--- config.mk ---
export PLATFORM = sky130hd
export DESIGN_NAME = fft_demux
export DESIGN_NICKNAME = d
export VERILOG_FILES = /design/src/rtl/fft_demux.sv
export SDC_FILE = /design/constraint.sdc
export NUM_CORES = 1
export LEC_CHECK = 0
export ABC_CLOCK_PERIOD_IN_PS = 14800
export CORE_AREA = 4 4 212 214
export DETAILED_ROUTE_END_ITERATION = 6
export DIE_AREA = 0 0 216 218
export PLACE_DENSITY_LB_ADDON = 0.3
export SLEW_MARGIN = 30
export SYNTH_ARGS = -nofsm -noshare
export SYNTH_HDL_FRONTEND = slang
export SYNTH_SLANG_ARGS = --single-unit
--- constraint.sdc ---
create_clock -name clk -period 14.8 [get_ports clk]
set_input_delay 1.48 -clock clk [delete_from_list [all_inputs] [get_ports clk]]
set_output_delay 1.48 -clock clk [all_outputs]
set_load 0.02 [all_outputs]
--- src/rtl/fft_demux.sv ---
// Registered three-way stage distributor: routes each accepted word to one of
// three output registers by a wrapping phase counter. Optional FFT_DEMUX_ERR_EN adds a sticky dropped-word flag.
module fft_demux #(
  parameter int DATA_W   = 136,
  parameter int SEG1_END = 4,
  parameter int SEG2_END = 8,
  parameter int PERIOD   = 12
) (
  input  logic              clk,
  input  logic              rst,
  input  logic              demux_flag,
  input  logic              clr,
  input  logic              in_valid,
  input  logic [DATA_W-1:0] data_in,
  output logic [DATA_W-1:0] data_out_1,
  output logic [DATA_W-1:0] data_out_2,
  output logic [DATA_W-1:0] data_out_3,
  output logic              out_valid_1,
  output logic              out_valid_2,
  output logic              out_valid_3,
  output logic [3:0]        phase,
  output logic              frame_done,
  output logic              err
);

  localparam logic [3:0] SEG1_L = 4'(SEG1_END);
  localparam logic [3:0] SEG2_L = 4'(SEG2_END);
  localparam logic [3:0] LAST_L = 4'(PERIOD - 1);

  logic       acc_s;
  logic [3:0] p_s;
  logic [3:0] next_phase_s;
  logic       wrap_s;
  logic [1:0] sel_s;
  logic [3:0] phase_r;

  assign phase = phase_r;

  // Effective phase (clr restarts the frame), port select and next phase
  always_comb begin
    acc_s = in_valid & demux_flag;
    if (clr) begin
      p_s = 4'd0;
    end else begin
      p_s = phase_r;
    end
    if (p_s < SEG1_L) begin
      sel_s = 2'd1;
    end else if (p_s < SEG2_L) begin
      sel_s = 2'd2;
    end else begin
      sel_s = 2'd3;
    end
    wrap_s = (p_s == LAST_L);
    if (wrap_s) begin
      next_phase_s = 4'd0;
    end else begin
      next_phase_s = p_s + 4'd1;
    end
  end

  // Phase counter, per-port data registers and one-cycle strobes
  always_ff @(posedge clk or posedge rst) begin
    if (rst) begin
      phase_r     <= 4'd0;
      data_out_1  <= {DATA_W{1'b0}};
      data_out_2  <= {DATA_W{1'b0}};
      data_out_3  <= {DATA_W{1'b0}};
      out_valid_1 <= 1'b0;
      out_valid_2 <= 1'b0;
      out_valid_3 <= 1'b0;
      frame_done  <= 1'b0;
    end else begin
      out_valid_1 <= 1'b0;
      out_valid_2 <= 1'b0;
      out_valid_3 <= 1'b0;
      frame_done  <= 1'b0;
      if (acc_s) begin
        phase_r    <= next_phase_s;
        frame_done <= wrap_s;
        case (sel_s)
          2'd1: begin
            data_out_1  <= data_in;
            out_valid_1 <= 1'b1;
          end
          2'd2: begin
            data_out_2  <= data_in;
            out_valid_2 <= 1'b1;
          end
          2'd3: begin
            data_out_3  <= data_in;
            out_valid_3 <= 1'b1;
          end
          default: begin
            data_out_1 <= data_out_1;
          end
        endcase
      end else if (clr) begin
        phase_r <= 4'd0;
      end else begin
        phase_r <= phase_r;
      end
    end
  end

`ifdef FFT_DEMUX_ERR_EN
  logic err_r;
  assign err = err_r;

  // Sticky drop flag: a valid word offered while the demux is disabled
  always_ff @(posedge clk or posedge rst) begin
    if (rst) begin
      err_r <= 1'b0;
    end else if (clr) begin
      err_r <= 1'b0;
    end else if (in_valid && !demux_flag) begin
      err_r <= 1'b1;
    end else begin
      err_r <= err_r;
    end
  end
`else
  assign err = 1'b0;
`endif

endmodule

---- Word-level counts from Yosys, hierarchy flattened ----
Index checks and enable logic that the tools add are counted.
word-level totals
  output and inout bits ................... 417
  register bits ........................... 416
operators by class
  eq/ne operators ......................... 4
  multiplexer cells ....................... 12
  bitwise gates (word level) .............. 1
  magnitude comparators ................... 2
  reductions and logical operators ........ 3
  $add $sub $neg .......................... 1
operators by type and width
  cell                 count
  $mux 4               3
  $mux 1               8
  $reduce_and 2->1     3
  $add 4x1->4 const B  1
  $eq 2x2->1 const B   2
  $eq 4x4->1 const B   1
  $lt 4x3->1 const B   1
  $lt 4x4->1 const B   1
  $eq 2x1->1 const B   1
  $mux 2               1
  $and 1x1->1          1

---- Longest topological paths before layout ----
Gate-level depths: netlist of run 1.
  depth in word-level cells ............... 7
  mapped depth ............................ 6
  depth with buffers taken out ............ 5

---- Least setup slack after synthesis of run 1 ----
OpenSTA, ideal clock, no wires.
  kind .................................... in2reg
  start point ............................. input in_valid
  end point ............................... register data_out_1[100]
  arrival ................................. 2.521 ns
  required time ........................... 14.675 ns
  cell stages on the path ................. 6
  setup time .............................. 0.125 ns
  path slack .............................. 12.155 ns
  cells stage by stage .................... and2_0 buf_2 o21ai_1 buf_4 buf_6 mux2_2
on the way
  longest elaborated chain between the ends .. 2
ends and longest elaborated chain
  what                               line  RTL
  from (decl)                        13    input logic in_valid,
  $and 1x1->1                        41    acc_s = in_valid & demux_flag;
  $reduce_and 2->1 (no source line)  -
  to (signal assigned)               66    data_out_1 <= {DATA_W{1'b0}};
  to (signal assigned)               83    data_out_1 <= data_in;
  to (signal assigned)               95    data_out_1 <= data_out_1;
  to (decl)                          15    output logic [DATA_W-1:0] data_out_1,
No other way between the ends.
A chain may end at the register's enable or synchronous reset.

---- Final worst setup path of run 1 ----
  start point ............................. input clr
  end point ............................... register data_out_2[44]
on the way
  longest elaborated chain between the ends .. 6
ends and longest elaborated chain
  what                                   line  RTL
  from (decl)                            12    input logic clr,
  $mux 4 (*)                             42    if (clr) begin
  $lt 4x4->1                             49    end else if (p_s < SEG2_L) begin
  $mux 1                                 49
  $mux 2 (*)                             47    if (p_s < SEG1_L) begin
  $eq 2x2->1 (*)                         81    case (sel_s)
  $reduce_and 2->1 (no source line) (*)  -
  to (signal assigned)                   67    data_out_2 <= {DATA_W{1'b0}};
  to (signal assigned)                   87    data_out_2 <= data_in;
  to (decl)                              16    output logic [DATA_W-1:0] data_out_2,
Mark *: on every way between the ends. The rest lies on a longest branch, timed or not.

==> flow_summary.toml, run 1 <==
[routing]
routedWlPerCell_um = 21.7
first_iter_violations = 421
final_antenna_net_count = 0
drc = 0
finalWirelength_um = 45300
first_pass_iters = 4
vias_per_cell = 4.66
vias = 9751

[floorplanning]
placeableCoreArea_mm2 = 0.0429
initial_core_util = 0.375
die_w_um = 216
ios = 558
die_h_um = 218
rows = 76
die_area_mm2 = 0.0471

[grt]
grt_pass1_wl_um = 68700
overflow = 0
track_usage = 0.188
first_global_vias = 10700
grt_max_degree = 168
antenna_found_initial = 2

[sta]
setup_violations = 0
slew_viol_final = 0
clock_skew_ns = 0.00783
tns_ns = 0
min_period_ns = 4.15
timing.hold.ws_ns = 0.483
rsz0062_at_grt = "no"
clock.fmax_ghz = 0.241
final-hold-violation-count = 0
slew_headroom = 0.397
worst_pin_slew_ns = 0.905
period_share = 0.280

[critical_path]
required_ns = 15.24
crit_buf_inv = 4
criticalPathCategory = "in2reg"
crit_arrival_ns = 4.59
worst_setup_path_end_kind = "flip-flop"
max_stage_delay_ns = 0.73
crit_path_max_fanout = 34
cp-start-kind = "primary input"
cp_top_family = "buffers and inverters"
crit_slowest_cell = "nor3_4"
path_common_cell = "buf_4"
crit_chain = "clkdlybuf4s50_1, nand2b_4, nor3_4, buf_4, buf_4, buf_16, mux2_1"

[synthesis]
synthFlopType = "dfrtp_1"
ys_seq_elements = 416
synth.area.top_cells = "dfrtp_1 65%, mux2_2 20%, mux2_4 9.3%"
yosysTopAreaCellShare = 0.647
synth_top_area_cell = "dfrtp_1"
synth-edff-count = 0
async_flop_share = 1.00
synth_cells = 900
syn_nets = 1042
ys_warn_count = 0
yosys.cell_types.count = 30
ys_seq_area_frac = 0.647
syn_area_mm2 = 0.0161
synth_area_per_cell_um2 = 17.9

[place]
port-buffer-count = 556
hpwl_um = 32400
place_area_mm2 = 0.0220
gp_congestion = 0.788

[clock_network]
clockBufferDepth = 3
postCtsSetupRepairBufs = 0
clk_latency_ns = 0.56
cts_tree = "done"
ctsHoldBuffers = 0
cts_sinks = 416
cts_buffers = 46
clock-root-buffer = "clkbuf_16"
htreeDepth = 2
clkTransAtPathRegs_ns = 0.06
cts-resized-gates = 0

[finish]
nNetsFinal = 1613
fin_util = 0.549
area_delta_synth_final_pct = 46.4
regArea_mm2 = 0.0104
multi_input_area_mm2 = 0.00517
layout.cells.most_common = "clkdlybuf4s50_1"
final_cell_mix = "556 x clkdlybuf4s50_1, 416 x dfrtp_1, 279 x mux2_2"
final_area_mm2 = 0.0236
drive_gt1_frac = 0.309
nFillCells = 3503

[flow_run]
max_cap_viol_count = 0

[power_and_ir_drop]
power_frac_seq = 0.454
p_clk_frac = 0.406
power_density_mw_per_mm2 = 115
comb_power_share = 0.140
switchingPower_uw = 662
p_leak_nw = 10.7
p_int_mw = 2.05
ir_worst_vdd_mv = 0.101
p_sw_frac = 0.244

[worst_hold_path]
min_path_type = "reg2reg"

[outcome]
status = "finished clean"
==> state kept, by name (all words and copies together) (netlist names) <==
signal	cells
data_out_1	136
data_out_2	136
data_out_3	136
phase	4
frame_done	1
out_valid_1	1
out_valid_2	1
out_valid_3	1
==> worst register-to-register path, cell delays in order, from the launching register on <==
cell and delay, ns:
dfrtp_1 0.47, nand2b_4 0.09, nor3_4 0.73, buf_4 0.47, buf_4 0.42, buf_16 0.33, mux2_1 0.36
==> cell families after synthesis <==
family	after synthesis	synth area share
xor+xnor	1	0.000544
other cells	1	0.000233
compound gates	3	0.00117
fa+ha+maj	1	0.000777
buf+inv	50	0.0335
flops	416	0.647
mux	409	0.309
simple gates	19	0.00754
==> path summary, 6_finish.rpt <==
check / slack, ns / end / depth (start not counted) / startpoint
max reg2reg: 11.81 / data_out_2[44] / 6 / phase[2]
min reg2reg: 0.48 / data_out_2[54] / 1 / data_out_2[54]
max in group asynchronous: 11.29 / data_out_1[48] / 4 / rst
min: 0.48 / data_out_2[54] / 1 / data_out_2[54]
max: 10.65 / data_out_2[44] / 7 / clr
min in group asynchronous: 1.45 / data_out_3[102] / 2 / rst
==> cell type report <==
cell class              instances  share of cell area
inverters                       4             0.00117
well taps                     585              0.0311
repair buffers                569               0.244
flip-flops and latches        416               0.442
clock buffers                  74              0.0589
clock inverters                 7             0.00303
diodes                          2            0.000212
multi-input cells             434               0.219
==> power by group through the flow <==
stage          Clock, mW  Sequential, mW  Combinational [mW]
2_1_floorplan          0            1.33              0.0905
3_3_place_gp           0            1.25               0.379
3_5_place_dp           0            1.25               0.385
4_1_cts             1.14            1.23               0.386
5_1_grt             1.18            1.24               0.402
6_report            1.10            1.23               0.380
==> per-layer routing <==
metal,wire [um],global-route usage,vias up,share of wire
met2,22300,0.318,386,0.49
met1,17600,0.220,4973,0.39
met5,0,0,-,0
li1,-,-,4323,-
met4,1320,0.0608,0,0.029
met3,4130,0.0761,69,0.091
==> through the flow <==
stage               std cells  total power [mW]  worst slack [ns]
CTS                      2087              2.76             10.51
global placement         2004              1.63              9.94
global route             2090              2.82             10.50
detailed placement       2006              1.64              9.91
floorplan                 900              1.42              1.74
finish                   2091              2.71             10.65
==> Yosys cell counts, types with 2 or more instances <==
| master | number |
|---|---|
| mux2_1 | 29 |
| buf_2 | 10 |
| buf_6 | 19 |
| nor2b_1 | 2 |
| dfrtp_1 | 416 |
| nor2_1 | 3 |
| buf_4 | 6 |
| mux2_2 | 279 |
| mux2_4 | 100 |
| buf_12 | 10 |
| nand2_1 | 5 |
| inv_1 | 3 |
No activity file was read; power rests on OpenSTA's default activity.
==> run 2: changes to the inputs <==
--- a/config.mk
+++ b/config.mk
@@ -5,7 +5,7 @@
 export SDC_FILE = /design/constraint.sdc
 export NUM_CORES = 1
 export LEC_CHECK = 0
-export ABC_CLOCK_PERIOD_IN_PS = 14800
+export ABC_CLOCK_PERIOD_IN_PS = 3870
 export CORE_AREA = 4 4 212 214
 export DETAILED_ROUTE_END_ITERATION = 6
 export DIE_AREA = 0 0 216 218
==> constraint.sdc (replaced) <==
create_clock -name clk -period 3.87 [get_ports clk]
set_input_delay 0.387 -clock clk [delete_from_list [all_inputs] [get_ports clk]]
set_output_delay 0.387 -clock clk [all_outputs]
set_load 0.02 [all_outputs]
==> flow_summary.toml, run 2 (synthesis gave the netlist of run 1 again) <==
[grt]
first_global_vias = 10900
overflow = 0
grt_pass1_wl_um = 68900
grt_max_degree = 115
antenna_found_initial = 2
track_usage = 0.189

[floorplanning]
die_w_um = 216
die_area_mm2 = 0.0471
ios = 558
die_h_um = 218
rows = 76
initial_core_util = 0.375
placeableCoreArea_mm2 = 0.0429

[routing]
drc = 0
first_pass_iters = 7
finalWirelength_um = 45300
final_antenna_net_count = 0
vias_per_cell = 4.69
first_iter_violations = 478
routedWlPerCell_um = 21.6
vias = 9859

[critical_path]
worst_setup_path_end_kind = "flip-flop"
crit_path_max_fanout = 55
criticalPathCategory = "in2reg"
r2r_setup_slack_ns = 1.77
required_ns = 4.31
cp-start-kind = "primary input"
crit_arrival_ns = 2.59

[worst_hold_path]
min_path_type = "in2async"

[power_and_ir_drop]
ir_worst_vdd_mv = 0.381
power_density_mw_per_mm2 = 445
p_leak_nw = 10.8

[place]
hpwl_um = 32900
post-place-ws_ns = 1.12
port-buffer-count = 556
gp_congestion = 0.800
place_area_mm2 = 0.0222

[finish]
reg_top3 = "data_out_1 x136, data_out_2 x136, data_out_3 x136"
area_delta_synth_final_pct = 47.3
nFillCells = 3488
drive_gt1_frac = 0.317
layout.cells.most_common = "clkdlybuf4s50_1"
final_cell_mix = "556 x clkdlybuf4s50_1, 416 x dfrtp_1, 279 x mux2_2"
nNetsFinal = 1619
final_area_mm2 = 0.0237

[clock_network]
cts_sinks = 416
cts_buffers = 45
clkTransAtPathRegs_ns = 0.06
clockBufferDepth = 3
postCtsSetupRepairBufs = 0
ctsHoldBuffers = 0
htreeDepth = 2
cts-resized-gates = 0
clock-root-buffer = "clkbuf_16"
cts_tree = "done"
clk_latency_ns = 0.56

[sta]
period_share = 0.556
final-hold-violation-count = 0
clock_skew_ns = 0.0263
slew_headroom = 0.570
worst_pin_slew_ns = 0.643
rsz0062_at_grt = "no"
slew_viol_final = 0
fin_ws_ns = 1.72
clock.fmax_ghz = 0.465
setup_violations = 0
min_period_ns = 2.15

[flow_run]
max_cap_viol_count = 0

[outcome]
status = "finished clean"
## run 2: cell types whose count changed in the layout (fill, tap and decap cells not counted), sizes merged
| cell | change |
|---|---|
| bufinv | +2 |
| inv | -2 |
| buf | +7 |
| clkinvlp | +1 |
| clkbuf | -6 |
| clkinv | +8 |
| diode | -1 |
## run 2: per-layer routing
layer / GRT usage / part of all wire / vias up
li1: - / - / 4367
met4: 0.0687 / 0.034 / 2
met5: 0 / 0.00018 / -
met2: 0.311 / 0.48 / 391
met1: 0.221 / 0.39 / 5013
met3: 0.0815 / 0.099 / 86
## run 2: final timing paths
| check | start | end | cells after the start |
|---|---|---|---|
| worst max-delay path | clr | data_out_2[33] | 6 |
| min in group clk | data_out_2[33] | data_out_2[33] | 1 |
| max in group asynchronous | rst | data_out_1[110] | 4 |
| worst min register to register | data_out_2[33] | data_out_2[33] | 1 |
| worst min-delay path | rst | data_out_3[132] | 2 |
| worst max register to register | phase[2] | data_out_2[33] | 5 |
## run 2: stage by stage
stage,setup TNS (ns),util,hold WS (ns),cells,power [mW]
6_report,0,0.553,0.257,2100,10.5
4_1_cts,0,0.553,0.251,2099,10.7
5_1_grt,0,0.553,0.295,2100,11.0
3_5_place_dp,0,0.517,0.474,2015,6.27
3_3_place_gp,0,0.517,0.467,2015,6.24
2_1_floorplan,-884.65,-,0.522,900,5.43
## run 2: area by class of cell
class,instances,area [um^2],share of cell area
flip-flops and latches,416,10400,0.439
repair buffers,576,5850,0.247
multi-input cells,434,5170,0.218
clock buffers,68,1370,0.0576
well taps,585,732,0.0309
clock inverters,16,163,0.00686
inverters,4,18.8,0.000791
diodes,1,2.50,0.000106
## run 2: power breakdown
part | total (mW) | internal [mW] | switching, mW | leakage (nW)
combinational | 1.45 | 0.747 | 0.706 | 4.53
clock | 4.37 | 2.64 | 1.74 | 0.764
sequential | 4.72 | 4.59 | 0.127 | 5.50
total | 10.5 | 7.97 | 2.57 | 10.8
## run 2: worst max-delay path, stage by stage
cell and delay [ns]:
clkdlybuf4s50_1 0.58, nand2b_4 0.24, nor3_4 0.23, buf_12 0.31, buf_12 0.34, mux2_1 0.37
